<file path="src/rtl/mfc_mean_sub_if.sv">
// mfc_mean_sub_if: stream-in, stream-out and coefficient BRAM read signals for mfc_mean_sub
interface mfc_mean_sub_if #(
    parameter int DWIDTH = 21,
    parameter int AWIDTH = 5
);
    logic                     clear;
    logic                     in_valid;
    logic                     in_ready;
    logic signed [DWIDTH-1:0] in_data;
    logic [AWIDTH-1:0]        mem_addr;
    logic signed [DWIDTH-1:0] mem_outdata;
    logic                     out_valid;
    logic                     out_ready;
    logic signed [DWIDTH-1:0] out_data;
    logic                     out_last;
    logic                     out_sat;

    modport master (
        output clear, in_valid, in_data, mem_outdata, out_ready,
        input  in_ready, mem_addr, out_valid, out_data, out_last, out_sat
    );

    modport slave (
        input  clear, in_valid, in_data, mem_outdata, out_ready,
        output in_ready, mem_addr, out_valid, out_data, out_last, out_sat
    );
endinterface

</file>
<file path="src/rtl/mfc_mean_sub.sv">
// mfc_mean_sub: streaming per-dimension mean subtraction against a coefficient BRAM
module mfc_mean_sub #(
    parameter int DWIDTH = 21,
    parameter int AWIDTH = 5,
    parameter int WORDS  = 24
) (
    input logic           clk,
    input logic           rst,
    mfc_mean_sub_if.slave bus
);
    localparam logic [AWIDTH-1:0] LAST_IDX = AWIDTH'(WORDS - 1);

    logic [AWIDTH-1:0]        idx;
    logic [AWIDTH-1:0]        s1_idx;
    logic                     s1_valid;
    logic                     s1_adv;
    logic                     accept;
    logic                     ovf;
    logic                     out_valid;
    logic                     out_last;
    logic                     out_sat;
    logic signed [DWIDTH-1:0] s1_data;
    logic signed [DWIDTH-1:0] out_data;
    logic signed [DWIDTH-1:0] clamped;
    logic signed [DWIDTH:0]   diff;

    assign s1_adv       = s1_valid && (!out_valid || bus.out_ready);
    assign bus.in_ready = !bus.clear && (!s1_valid || s1_adv);
    assign accept       = bus.in_valid && bus.in_ready;
    // A stalled stage 1 keeps re-reading its own entry so the BRAM output stays aligned with s1_data.
    assign bus.mem_addr = (s1_valid && !s1_adv) ? s1_idx : idx;
    assign diff         = {s1_data[DWIDTH-1], s1_data} - {bus.mem_outdata[DWIDTH-1], bus.mem_outdata};
    assign ovf          = diff[DWIDTH] != diff[DWIDTH-1];
    assign clamped      = !ovf ? diff[DWIDTH-1:0]
                        : diff[DWIDTH] ? {1'b1, {(DWIDTH-1){1'b0}}} : {1'b0, {(DWIDTH-1){1'b1}}};

    assign bus.out_valid = out_valid;
    assign bus.out_data  = out_data;
    assign bus.out_last  = out_last;
    assign bus.out_sat   = out_sat;

    // Frame index and stage 1 capture; a same-cycle accept and advance reloads stage 1.
    always_ff @(posedge clk or posedge rst) begin
        if (rst) begin
            idx      <= '0;
            s1_valid <= 1'b0;
            s1_data  <= '0;
            s1_idx   <= '0;
        end else if (bus.clear) begin
            idx      <= '0;
            s1_valid <= 1'b0;
        end else if (accept) begin
            idx      <= (idx == LAST_IDX) ? '0 : idx + 1'b1;
            s1_valid <= 1'b1;
            s1_data  <= bus.in_data;
            s1_idx   <= idx;
        end else if (s1_adv) begin
            s1_valid <= 1'b0;
        end
    end

    // Output register: saturated difference, held while downstream stalls.
    always_ff @(posedge clk or posedge rst) begin
        if (rst) begin
            out_valid <= 1'b0;
            out_data  <= '0;
            out_last  <= 1'b0;
            out_sat   <= 1'b0;
        end else if (bus.clear) begin
            out_valid <= 1'b0;
            out_last  <= 1'b0;
            out_sat   <= 1'b0;
        end else if (s1_adv) begin
            out_valid <= 1'b1;
            out_data  <= clamped;
            out_last  <= s1_idx == LAST_IDX;
            out_sat   <= ovf;
        end else if (out_valid && bus.out_ready) begin
            out_valid <= 1'b0;
        end
    end
endmodule

</file>
<file path="src/flat_wrapper.sv">
// flat-port wrapper written by rule: the top's interface ports become plain ports
module mfc_mean_sub_flat 
#(
    parameter int DWIDTH = 21,
    parameter int AWIDTH = 5,
    parameter int WORDS  = 24
)
  (clk, rst, bus_clear, bus_in_valid, bus_in_data, bus_mem_outdata, bus_out_ready, bus_in_ready, bus_mem_addr, bus_out_valid, bus_out_data, bus_out_last, bus_out_sat);
  mfc_mean_sub_if #(.DWIDTH(DWIDTH), .AWIDTH(AWIDTH)) bus_i ();
  input logic clk;
  input logic rst;
  input wire logic [$bits(bus_i.clear)-1:0] bus_clear;
  input wire logic [$bits(bus_i.in_valid)-1:0] bus_in_valid;
  input wire logic [$bits(bus_i.in_data)-1:0] bus_in_data;
  input wire logic [$bits(bus_i.mem_outdata)-1:0] bus_mem_outdata;
  input wire logic [$bits(bus_i.out_ready)-1:0] bus_out_ready;
  output wire logic [$bits(bus_i.in_ready)-1:0] bus_in_ready;
  output wire logic [$bits(bus_i.mem_addr)-1:0] bus_mem_addr;
  output wire logic [$bits(bus_i.out_valid)-1:0] bus_out_valid;
  output wire logic [$bits(bus_i.out_data)-1:0] bus_out_data;
  output wire logic [$bits(bus_i.out_last)-1:0] bus_out_last;
  output wire logic [$bits(bus_i.out_sat)-1:0] bus_out_sat;
  assign bus_i.clear = bus_clear;
  assign bus_i.in_valid = bus_in_valid;
  assign bus_i.in_data = bus_in_data;
  assign bus_i.mem_outdata = bus_mem_outdata;
  assign bus_i.out_ready = bus_out_ready;
  assign bus_in_ready = bus_i.in_ready;
  assign bus_mem_addr = bus_i.mem_addr;
  assign bus_out_valid = bus_i.out_valid;
  assign bus_out_data = bus_i.out_data;
  assign bus_out_last = bus_i.out_last;
  assign bus_out_sat = bus_i.out_sat;
  mfc_mean_sub #(.DWIDTH(DWIDTH), .AWIDTH(AWIDTH), .WORDS(WORDS)) u_core (.clk(clk), .rst(rst), .bus(bus_i));
endmodule
</file>
<file path="config.mk">
export PLATFORM = sky130hd
export DESIGN_NAME = mfc_mean_sub_flat
export DESIGN_NICKNAME = d
export VERILOG_FILES = /design/src/rtl/mfc_mean_sub_if.sv /design/src/rtl/mfc_mean_sub.sv /design/src/flat_wrapper.sv
export SDC_FILE = /design/constraint.sdc
export NUM_CORES = 1
export LEC_CHECK = 0
export ABC_AREA = 1
export CAP_MARGIN = 5
export CORE_ASPECT_RATIO = 1.5
export CORE_MARGIN = 8
export CORE_UTILIZATION = 30
export DETAILED_ROUTE_END_ITERATION = 12
export REMOVE_ABC_BUFFERS = 1
export SLEW_MARGIN = 20
export SYNTH_ARGS = -nofsm -noshare
export SYNTH_HDL_FRONTEND = slang
export SYNTH_SLANG_ARGS = --single-unit
</file>
<file path="constraint.sdc">
create_clock -name clk -period 5.8 [get_ports clk]
set_input_delay 1.45 -clock clk [delete_from_list [all_inputs] [get_ports clk]]
set_output_delay 1.45 -clock clk [all_outputs]
set_load 0.01 [all_outputs]
</file>
After elaboration in Yosys (flattened, before gate mapping)
Index checks and enable logic that the tools add are counted.

Reductions and logical operators: 17. Muxes and demuxes: 16. Bitwise gates (word level): 1. Equal/unequal tests: 3. $add $sub $neg: 2.

Operators by type and width (count): 21-bit 2-to-1 mux (2); 21-bit by 21-bit subtractor with 22-bit output (1); 5-bit 2-to-1 mux (4); 5-bit equality test, second input constant (2); 1-bit 2-to-1 mux (10); 3-bit nonzero test (2); 5-bit by 1-bit adder with 5-bit output, second input constant (1); 1-bit logical AND (5); 1-bit zero test (4); 2-bit AND reduction (2); 2-bit nonzero test (2); 1-bit logical OR (2); 1-bit inequality test (1); 1-bit inverter (1).

Output and inout port bits: 30. Bits of input ports: 47. Register bits after elaboration: 56. Logic and storage cells: 47.

Logic depth before layout (Yosys ltp)
Gate-level depths: netlist of run 1.

Depth in word-level cells: 8. Mapped depth: 17. Depth with buffers taken out: 17.

Worst setup path after synthesis of run 1
No wires, ideal clock.

Kind: input -> output. Start: input bus_out_ready. End: output bus_mem_addr[0]. Arrival: 2234 ps. Cell stages on the path: 5. Required time: 4350 ps. Setup slack: 2116 ps. Path buffers: 0. Path through: inv_1 nand2_1 nor2_1 inv_2 o21ai_0.

Longest elaborated chain between the ends: 5.

RTL lines: start, declared (line flat_wrapper.sv:16) `input wire logic [$bits(bus_i.out_ready)-1:0] bus_out_ready;`; 1-bit logical OR (line mfc_mean_sub.sv:27) `assign s1_adv = s1_valid && (!out_valid || bus.out_ready);`; 1-bit logical AND (line mfc_mean_sub.sv:27); 1-bit zero test (line mfc_mean_sub.sv:31) `assign bus.mem_addr = (s1_valid && !s1_adv) ? s1_idx : idx;`; 1-bit logical AND (line mfc_mean_sub.sv:31); 5-bit 2-to-1 mux (line mfc_mean_sub.sv:31); end, declared (line flat_wrapper.sv:18) `output wire logic [$bits(bus_i.mem_addr)-1:0] bus_mem_addr;`.

No other way between the ends.

Final worst setup path of run 1
Same ends and word-level chain as after synthesis.

==> qor.txt, run 1 <==
First-pass GRT wire length = 17500 um
Max Slew Vio Count = 0
N_diodes = 0
RSZ-0062 raised after global routing = no
Largest net degree at the start of global routing = 57
Arrival time worst endpoint = 3.27 ns
Slowest Stage Delay on Critical Path = 0.56 ns
Final setup viols = 0
Die Wd = 108 um
Slew margin rel. = 52.6%
Hold_ws = 0.480 ns
Synth warnings = 0
Drt via density = 4.59
Leak = 0.00246 uW
Layout area overhead = 27.7%
Setup_tns = 0 ns
Worst EP required = 4.35 ns
CTS Buf Count = 5
Postcts setup bufs = 0
Area contributors post-synth = dfrtp_1 (37%), nand2_1 (18%), ha_1 (7.2%)
R2r startpoint = u_core.s1_data[0]$_DFFE_PP0P_
Critical-path cell list = clkdlybuf4s50_1, inv_1, nand2_1, nor2_1, inv_2, o21ai_0, clkdlybuf4s50_1
Gate Count Post-Synth = 531
Layout cells sized above 1 = 8.55%
WHS Path Cells = 2
Via count = 3504
Max Cap Violations = 0
Root buffer cell = clkbuf_16
Fin nets = 677
Die Y = 154 um
DIE AREA = 16700 um^2
Initial Util = 30.7%
Fin crit share = 81.4%
CP max-delay cell = clkdlybuf4s50_1
Most used cell, CP = clkdlybuf4s50_1
DRT iter0 DRCs = 153
Crit Reg-Reg Endpoint = u_core.bus.out_data[10]$_DFFE_PP0P_
Core area = 12400 um^2
Setup CP Type = input pin to output pin
Post-Synthesis Mean Instance Area = 7.20 um^2
Status = finished, final reports clean
Drt wl/cell = 13.7 um
Commonest non-fill, non-tap cell in the layout = nand2_1
Max FO, Critical Path = 9
Total GRT Usage = 13.0%
Max Clk Rate = 212 MHz
Sequential element share of the synthesized area = 36.6%
Least-Margin Pin Slew = 0.711 ns
Placed cell count = 756
Netlist cell types = 40
Hold wc startpoint = u_core.s1_data[11]$_DFFE_PP0P_
Post_cts resized = 0
Largest buffer count on any clock path = 2
Maximum vdd drop = 0.124 mV
Antenna viol nets, final = 0
Worst setup SP type = input pin
FF-to-FF setup slack = 3.12 ns
Synth top area share = 36.6%
Tmin final = 4.72 ns
Gpl congestion = 0.840
Crit end category = output pin
Clk sink count = 56
HPWL after DPL = 8690 um
Filler cells = 1338
Pre-antenna DRT Iters = 6
Via count of the first global-routing pass = 3620
Worst skew pair latency = 0.30 ns
Synth Register Bits = 56
Mapped Area = 3820 um^2
Final Hold Viols = 0
Worst clock skew = 0.00933 ns
Row count = 50
Pwr per Cell Area = 288 nW/um^2
Routed WL = 10500 um
Hold Path Sink = u_core.s1_data[11]$_DFFE_PP0P_
H-tree depth = 2
Port Buffers = 76
Critical path buffer and inverter count = 4
Top delay family on crit path = buffers and inverters
I/O Pins = 77
Worst hold-check path type = register to register
Hold_buf cts = 0
GRT overflow = 0
Worst-path clk slew = 0.07 ns
Most frequent cells in the layout = nand2_1 (184), clkdlybuf4s50_1 (76), inv_1 (71)
CTS tree = yes
Top cell type by total area after synthesis = dfrtp_1
Final std cells w/o fill = 764
Post-route DRC = 0
Tot Pwr = 1410 uW
Initial antenna violation count = 0
Cells on worst reg2reg path = 14
[where the power goes]
group          total (uW)  internal (uW)  switching [uW]
clock network         318            164             154
registers             511            464            46.5
logic                 577            270             307
total                1410            899             507
[registers in the layout, summed over array words and instances (netlist names)]
signal,flops
u_core.bus.out_data,21
u_core.bus.out_valid,1
u_core.s1_valid,1
u_core.s1_data,21
u_core.bus.out_sat,1
u_core.s1_idx,5
u_core.idx,5
u_core.bus.out_last,1
[worst min-delay path, cell delays in order (launching register included)]
cell	delay (ns)
dfrtp_1	0.35
nand2_1	0.06
nand2_1	0.04
[per-layer routing]
layer | global-route usage, % | wire length, um
met1 | 14.3 | 4220
met2 | 23.8 | 5660
met3 | 1.91 | 339
met4 | 4.98 | 244
met5 | 0 | 0
[how the worst max path moves through the flow]
stage,start,end,slack (ns),cells past startpoint
3_5_place_dp,bus_out_ready,bus_mem_addr[0],1.05,7
3_3_place_gp,bus_out_ready,bus_mem_addr[0],1.11,7
5_1_grt,bus_out_ready,bus_mem_addr[0],0.97,7
4_1_cts,bus_out_ready,bus_mem_addr[0],1.04,7
6_report,bus_out_ready,bus_mem_addr[0],1.08,7
2_1_floorplan,bus_out_ready,bus_mem_addr[0],2.12,5
[cell usage after synthesis, drive strengths merged]
cell    instances
nand2         195
inv            75
dfrtp          56
o21ai          44
nor2           32
a21oi          27
ha             22
nand3          22
buf             8
nand4           8
xor2            8
o21bai          6
or2             5
nor3            4
xnor2           4
a21boi          3
and2            2
clkbuf          2
nand3b          2
a21o            1
a31oi           1
and3            1
fa              1
o211ai          1
o41ai           1
[per-stage QoR]
| step | setup slack, ns | area [um^2] | util [%] |
|---|---|---|---|
| 6_report | 1.08 | 4890 | 39.2 |
| 5_1_grt | 0.973 | 4890 | 39.2 |
| 2_1_floorplan | 2.12 | 3750 | - |
| 3_3_place_gp | 1.11 | 4730 | 38.0 |
| 4_1_cts | 1.04 | 4890 | 39.2 |
| 3_5_place_dp | 1.05 | 4730 | 38.0 |
[final cells by class]
cell class	instances	area (um^2)	area share [%]
Sequential cell	56	1400	28.7
Clock buffer	5	125	2.56
Clock inverter	3	27.5	0.563
Multi-Input combinational cell	390	2070	42.4
Tap cell	156	195	3.99
Inverter	75	282	5.76
Timing Repair Buffer	79	783	16.0
[cells by family (layout without fill, tap and decap cells)]
group	after synthesis	count (layout)	share of synthesized area [%]
compound gates	84	84	13.2
xor+xnor	12	12	2.75
buf+inv	85	162	9.32
fa+ha+maj	23	23	7.72
simple gates	271	271	30.4
flops	56	56	36.6
Note: power is estimated with default switching activity, not from simulation.
==> inputs of run 2 (changes only) <==
clock period = 4.8 ns   (was 5.8 ns; I/O delays follow)
==> qor.txt, run 2 (synthesis results as in run 1) <==
Status = finished, final reports clean (unchanged)
Max Clk Rate = 239 MHz
Switch share = 33.9% (was 36.1%)
Worst clock skew = 0.00907 ns (was 0.00933 ns)
Regs by FF count = u_core.bus.out_data x21, u_core.s1_data x21 (unchanged)
Worst EP required = 3.60 ns (was 4.35 ns)
Clock power frac = 26.6% (was 22.6%)
Logic pwr share = 39.1% (was 41.0%)
Slowest Stage Delay on Critical Path = 0.56 ns (about the same)
Drt wl/cell = 13.8 um (was 13.7 um)
Core area = 12400 um^2 (unchanged)
Worst skew pair latency = 0.30 ns (about the same)
Most used cell, CP = clkdlybuf4s50_1 (unchanged)
HPWL after DPL = 8860 um (was 8690 um)
Post-route DRC = 0 (unchanged)
Tot Pwr = 1800 uW (was 1410 uW)
Layout cells sized above 1 = 8.55% (unchanged)
Row count = 50 (unchanged)
Pwr per Cell Area = 365 nW/um^2 (was 288 nW/um^2)
Most frequent cells in the layout = nand2_1 (184), clkdlybuf4s50_1 (76), inv_1 (71) (unchanged)
Initial Util = 30.7% (unchanged)
Via count = 3561 (was 3504)
Max Slew Vio Count = 0 (unchanged)
GRT overflow = 0 (unchanged)
Layout area overhead = 28.9% (was 27.7%)
Drt via density = 4.66 (was 4.59)
Commonest non-fill, non-tap cell in the layout = nand2_1 (unchanged)
H-tree depth = 2 (unchanged)
Maximum vdd drop = 0.200 mV (was 0.124 mV)
DIE AREA = 16700 um^2 (unchanged)
Routed WL = 10500 um (about the same)
Port Buffers = 76 (unchanged)
Root buffer cell = clkbuf_16 (unchanged)
Hold_buf cts = 0 (unchanged)
CTS Buf Count = 5 (unchanged)
Switching power = 611 uW (was 507 uW)
N_diodes = 0 (unchanged)
Top delay family on crit path = buffers and inverters (unchanged)
Final WS setup = 0.623 ns (was 1.08 ns)
I/O Pins = 77 (unchanged)
DP Worst Slack = 0.593 ns (was 1.05 ns)
Int Pwr = 1190 uW (was 899 uW)
Leak = 0.00248 uW (was 0.00246 uW)
Worst hold-check path type = register to register (unchanged)
Final setup viols = 0 (unchanged)
Max Cap Violations = 0 (unchanged)
Largest buffer count on any clock path = 2 (unchanged)
Dpl cell area = 4730 um^2 (unchanged)
CP max-delay cell = clkdlybuf4s50_1 (unchanged)
Worst setup SP type = input pin (unchanged)
Tmin final = 4.18 ns
First-pass GRT wire length = 17800 um (was 17500 um)
Critical-path cell list = clkdlybuf4s50_1, inv_1, nand2_1, nor2_1, inv_2, o21ai_0, clkdlybuf4s50_1 (unchanged)
RSZ-0062 raised after global routing = no (unchanged)
Antenna viol nets, final = 0 (unchanged)
Postcts setup bufs = 0 (unchanged)
Arrival time worst endpoint = 2.98 ns (was 3.27 ns)
Seq pwr share = 34.3% (was 36.3%)
Fin nets = 677 (unchanged)
Die Y = 154 um (unchanged)
Clk sink count = 56 (unchanged)
Crit end category = output pin (unchanged)
Least-Margin Pin Slew = 0.817 ns (was 0.711 ns)
Post_cts resized = 0 (unchanged)
Total GRT Usage = 13.2% (was 13.0%)
Die Wd = 108 um (unchanged)
DRT iter0 DRCs = 129 (was 153)
Critical path buffer and inverter count = 4 (unchanged)
Worst-path clk slew = 0.07 ns (about the same)
Slew margin rel. = 45.4% (was 52.6%)
Setup_tns = 0 ns (unchanged)
Fin crit share = 87.0%
Final Hold Viols = 0 (unchanged)
Design area = 4930 um^2 (was 4890 um^2)
Largest net degree at the start of global routing = 48 (was 57)
Gpl congestion = 0.908 (was 0.840)
Setup CP Type = input pin to output pin (unchanged)
Pre-antenna DRT Iters = 5 (was 6)
Initial antenna violation count = 0 (unchanged)
Max FO, Critical Path = 9 (unchanged)
CTS tree = yes (unchanged)
Via count of the first global-routing pass = 3706 (was 3620)
==> run 2: cell types whose count changed in the layout (fill, tap and decap cells not counted), sizes merged <==
cell | before | now
bufinv | 0 | 2
clkinvlp | 1 | 0
inv | 76 | 75
==> run 2: layer usage <==
layer	share of wire [%]	routed length [um]	up-vias	GRT usage, %
met1	39	4090	1631	13.9
met4	3.0	312	0	5.38
met3	4.6	488	16	2.29
met2	53	5620	78	24.7
met5	0	0	-	0
li1	-	-	1836	-
==> run 2: power by group through the flow <==
stage | clock (uW) | combinational [uW] | sequential [uW]
finish | 479 | 704 | 617
global route | 507 | 792 | 633
floorplan | 0 | 396 | 648
detailed placement | 0 | 713 | 630
CTS | 492 | 717 | 621
global placement | 0 | 710 | 627
==> run 2: path summary, 6_finish.rpt <==
| kind | cells after the start | start | endpoint | slack [ns] |
|---|---|---|---|---|
| min in group asynchronous | 2 | rst | u_core.bus.out_valid$_DFFE_PP0P_ | 1.36 |
| max | 7 | bus_out_ready | bus_mem_addr[0] | 0.62 |
| min | 2 | u_core.s1_data[15]$_DFFE_PP0P_ | u_core.s1_data[15]$_DFFE_PP0P_ | 0.48 |
| max in group asynchronous | 3 | rst | u_core.s1_data[10]$_DFFE_PP0P_ | 2.80 |
| max reg2reg | 14 | u_core.s1_data[0]$_DFFE_PP0P_ | u_core.bus.out_data[13]$_DFFE_PP0P_ | 2.12 |
| min reg2reg | 2 | u_core.s1_data[15]$_DFFE_PP0P_ | u_core.s1_data[15]$_DFFE_PP0P_ | 0.48 |
==> run 2: final cells by class <==
type,instances,area (um^2)
clock inverters,3,68.8
fillers,1331,7520
inverters,75,283
repair buffers,79,783
multi-input cells,390,2070
flip-flops and latches,56,1400
well taps,156,195
clock buffers,5,125
==> run 2: per-stage QoR <==
| step | utilization (%) | cells | hold WS (ns) |
|---|---|---|---|
| after floorplan | - | 521 | 0.446 |
| after global placement | 38.0 | 756 | 0.459 |
| after detailed placement | 38.0 | 756 | 0.468 |
| after CTS | 39.6 | 764 | 0.484 |
| after global routing | 39.6 | 764 | 0.509 |
| final | 39.6 | 764 | 0.481 |
==> run 2: worst min-delay path, cell delays in order (launching register included) <==
cell     delay (ns)
dfrtp_1        0.35
nand2_1        0.06
nand2_1        0.05
==> inputs of run 3 (changes only) <==
ABC_AREA = not set   (was 1)
REMOVE_ABC_BUFFERS = not set   (was 1)
SKIP_CTS_REPAIR_TIMING = 1   (was not set)
==> qor.txt, run 3 <==
Status = finished, final reports clean (unchanged)
Commonest non-fill, non-tap cell in the layout = nand2_1 (unchanged)
Maximum vdd drop = 0.168 mV (was 0.200 mV)
Post-synthesis simple-gate area fraction = 20.8% (was 30.4%)
DRT iter0 DRCs = 201 (was 129)
Die Wd = 106 um (was 108 um)
Leak = 0.00220 uW (was 0.00248 uW)
Arrival time worst endpoint = 2.97 ns (was 2.98 ns)
Area share of fa/ha/maj cells after synthesis = 8.04% (was 7.72%)
Max Cap Violations = 0 (unchanged)
Asr flop ratio synth = 100% (unchanged)
Cells on worst reg2reg path = 13 (was 14)
Final core utilization = 39.6% (about the same)
Cell with the most instances after synthesis = nand2_1 (unchanged)
Hold_ws = 0.479 ns (was 0.481 ns)
Fin crit share = 86.9% (was 87.0%)
Synth Register Bits = 56 (unchanged)
Post-Synthesis Mean Instance Area = 8.15 um^2 (was 7.20 um^2)
Slew margin rel. = 35.8% (was 45.4%)
Initial Util = 30.7% (about the same)
Port Buffers = 76 (unchanged)
Die Y = 152 um (was 154 um)
Least-Margin Pin Slew = 0.960 ns (was 0.817 ns)
Max Clk Rate = 240 MHz (was 239 MHz)
Layout area overhead = 28.7% (was 28.9%)
CTS tree = yes (unchanged)
Max FO, Critical Path = 6 (was 9)
Antenna viol nets, final = 0 (unchanged)
I/O Pins = 77 (unchanged)
Main combinational cell family by area after synthesis = compound AO/OA/AOI/OAI gates (was simple AND/OR/NAND/NOR gates)
First-pass GRT wire length = 16800 um (was 17800 um)
Worst clock skew = 0.00616 ns (was 0.00907 ns)
Synth Area in Compound Gates = 22.0% (was 13.2%)
Routed WL = 10000 um (was 10500 um)
RSZ-0062 raised after global routing = no (unchanged)
Synth warnings = 0 (unchanged)
Worst EP required = 3.60 ns (about the same)
Fin nets = 589 (was 677)
Worst-path clk slew = 0.07 ns (about the same)
Area contributors post-synth = dfrtp_1 (38%), nand2_1 (12%), ha_1 (7.5%) (was dfrtp_1 (37%), nand2_1 (18%), ha_1 (7.2%))
Filler cells = 1256 (was 1331)
Regs by FF count = u_core.bus.out_data x21, u_core.s1_data x21 (unchanged)
Tmin final = 4.17 ns (was 4.18 ns)
R2r startpoint = u_core.s1_data[0]$_DFFE_PP0P_ (unchanged)
Core area = 12000 um^2 (was 12400 um^2)
Max Slew Vio Count = 0 (unchanged)
N_diodes = 0 (unchanged)
Mapped Area = 3670 um^2 (was 3820 um^2)
Netlist cell types = 53 (was 40)
Crit end category = output pin (unchanged)
H-tree depth = 2 (unchanged)
Final setup viols = 0 (unchanged)
Prevailing post-synth register cell = dfrtp_1 (unchanged)
Post-Synth XOR/XNOR Area = 4.26% (was 2.75%)
Gate Count Post-Synth = 451 (was 531)
Via count = 3282 (was 3561)
Layout cells sized above 1 = 5.96% (was 8.55%)
Worst setup path endpoint = bus_mem_addr[0] (unchanged)
Crit Reg-Reg Endpoint = u_core.bus.out_data[9]$_DFFE_PP0P_ (was u_core.bus.out_data[13]$_DFFE_PP0P_)
Crit path launch = bus_out_ready (unchanged)
Pre-antenna DRT Iters = 4 (was 5)
Top cell type by total area after synthesis = dfrtp_1 (unchanged)
Gpl congestion = 0.828 (was 0.908)
Synth top area share = 38.1% (was 36.6%)
Worst skew pair latency = 0.30 ns (about the same)
Root buffer cell = clkbuf_16 (unchanged)
Largest buffer count on any clock path = 2 (unchanged)
Largest net degree at the start of global routing = 33 (was 48)
Via count of the first global-routing pass = 3434 (was 3706)
DIE AREA = 16100 um^2 (was 16700 um^2)
Mux cell area share after synthesis = 1.50% (was 0%)
Syn Nets = 521
FF-to-FF setup slack = 1.68 ns (was 2.12 ns)
HPWL after DPL = 8060 um (was 8860 um)
Drt via density = 4.88 (was 4.66)
Setup_tns = 0 ns (unchanged)
CTS Buf Count = 5 (unchanged)
Pwr per Cell Area = 381 nW/um^2 (was 365 nW/um^2)
Worst hold-check path type = register to register (unchanged)
Setup CP Type = input pin to output pin (unchanged)
Drt wl/cell = 14.9 um (was 13.8 um)
Synth top cells by count = nand2_1 (114), dfrtp_1 (56), a21oi_1 (36) (was nand2_1 (184), inv_1 (72), dfrtp_1 (56))
Area of the multi-input gates = 2080 um^2 (was 2070 um^2)
Register Area = 1400 um^2 (unchanged)
Initial antenna violation count = 0 (unchanged)
Clk sink count = 56 (unchanged)
Sequential element share of the synthesized area = 38.1% (was 36.6%)
Worst setup SP type = input pin (unchanged)
Row count = 49 (was 50)
Most frequent cells in the layout = nand2_1 (114), clkdlybuf4s50_1 (76), dfrtp_1 (56) (was nand2_1 (184), clkdlybuf4s50_1 (76), inv_1 (71))
Post-synth EDFFs = 0 (unchanged)
Post-route DRC = 0 (unchanged)
GRT overflow = 0 (unchanged)
Final Hold Viols = 0 (unchanged)
Total GRT Usage = 12.8% (was 13.2%)
-- run 3: changes by cell type in the layout (fill, tap and decap cells not counted), sizes merged, moves of 4 or more --
cell    delta
nor2b      +4
a21oi     +10
o31ai      +6
or2        -5
nor2       -6
xor2       -4
a21o       +7
or3        +5
mux2       +4
xnor2      +9
nand2     -81
a211oi     +4
nand3     -14
inv       -46
-- run 3: layer usage --
metal | vias up | track usage, % | wire length (um)
li1 | 1673 | - | -
met3 | 10 | 3.18 | 464
met4 | 0 | 2.69 | 127
met1 | 1532 | 14.6 | 4260
met5 | - | 0 | 0
met2 | 67 | 23.6 | 5170
-- run 3: worst max-delay path, cell delays in order --
cell and delay (ns):
clkdlybuf4s50_1 0.40, nor2b_1 0.29, nand2_1 0.26, mux2_2 0.29, clkdlybuf4s50_1 0.53
-- run 3: worst min path at each step --
| stage | slack, ns | end | cells after the start | startpoint |
|---|---|---|---|---|
| floorplan | 0.45 | u_core.s1_data[10]$_DFFE_PP0P_ | 2 | u_core.s1_data[10]$_DFFE_PP0P_ |
| global placement | 0.46 | u_core.bus.out_data[20]$_DFFE_PP0P_ | 2 | u_core.bus.out_data[20]$_DFFE_PP0P_ |
| detailed placement | 0.47 | u_core.s1_data[9]$_DFFE_PP0P_ | 2 | u_core.s1_data[9]$_DFFE_PP0P_ |
| CTS | 0.49 | u_core.s1_data[9]$_DFFE_PP0P_ | 2 | u_core.s1_data[9]$_DFFE_PP0P_ |
| global route | 0.51 | u_core.s1_data[20]$_DFFE_PP0P_ | 2 | u_core.s1_data[20]$_DFFE_PP0P_ |
| finish | 0.48 | u_core.s1_data[9]$_DFFE_PP0P_ | 2 | u_core.s1_data[9]$_DFFE_PP0P_ |
-- run 3: cell type report --
| class | count | area share [%] |
|---|---|---|
| multi-input cells | 347 | 44.0 |
| flip-flops and latches | 56 | 29.6 |
| repair buffers | 81 | 16.9 |
| well taps | 153 | 4.05 |
| clock buffers | 6 | 2.94 |
| inverters | 28 | 2.22 |
| clock inverters | 2 | 0.291 |
-- run 3: cell families (layout without fill, tap and decap cells) --
| family | count (synthesis) | after routing |
|---|---|---|
| adder cells (fa/ha/maj) | 23 | 23 |
| flip-flops | 56 | 56 |
| buffers and inverters | 48 | 117 |
| multiplexers | 5 | 5 |
| AND/OR/NAND/NOR | 179 | 179 |
| XOR/XNOR | 17 | 17 |
| AO/OA/AOI/OAI | 123 | 123 |
-- run 3: power by group --
part | total [uW] | internal [uW] | switching (uW) | leakage [uW]
Sequential | 634 | 572 | 61.9 | 0.000712
Clock | 383 | 209 | 174 | 0.0000772
Combinational | 787 | 377 | 410 | 0.00141
Total | 1800 | 1160 | 646 | 0.00220
-- run 3: stage by stage --
stage | instance area, um^2 | cells | setup WS, ns | total power (uW)
2_1_floorplan | 3670 | 451 | 1.30 | 1130
3_3_place_gp | 4570 | 665 | 0.573 | 1430
3_5_place_dp | 4570 | 665 | 0.475 | 1440
4_1_cts | 4730 | 673 | 0.608 | 1830
5_1_grt | 4730 | 673 | 0.448 | 1940
6_report | 4730 | 673 | 0.629 | 1800
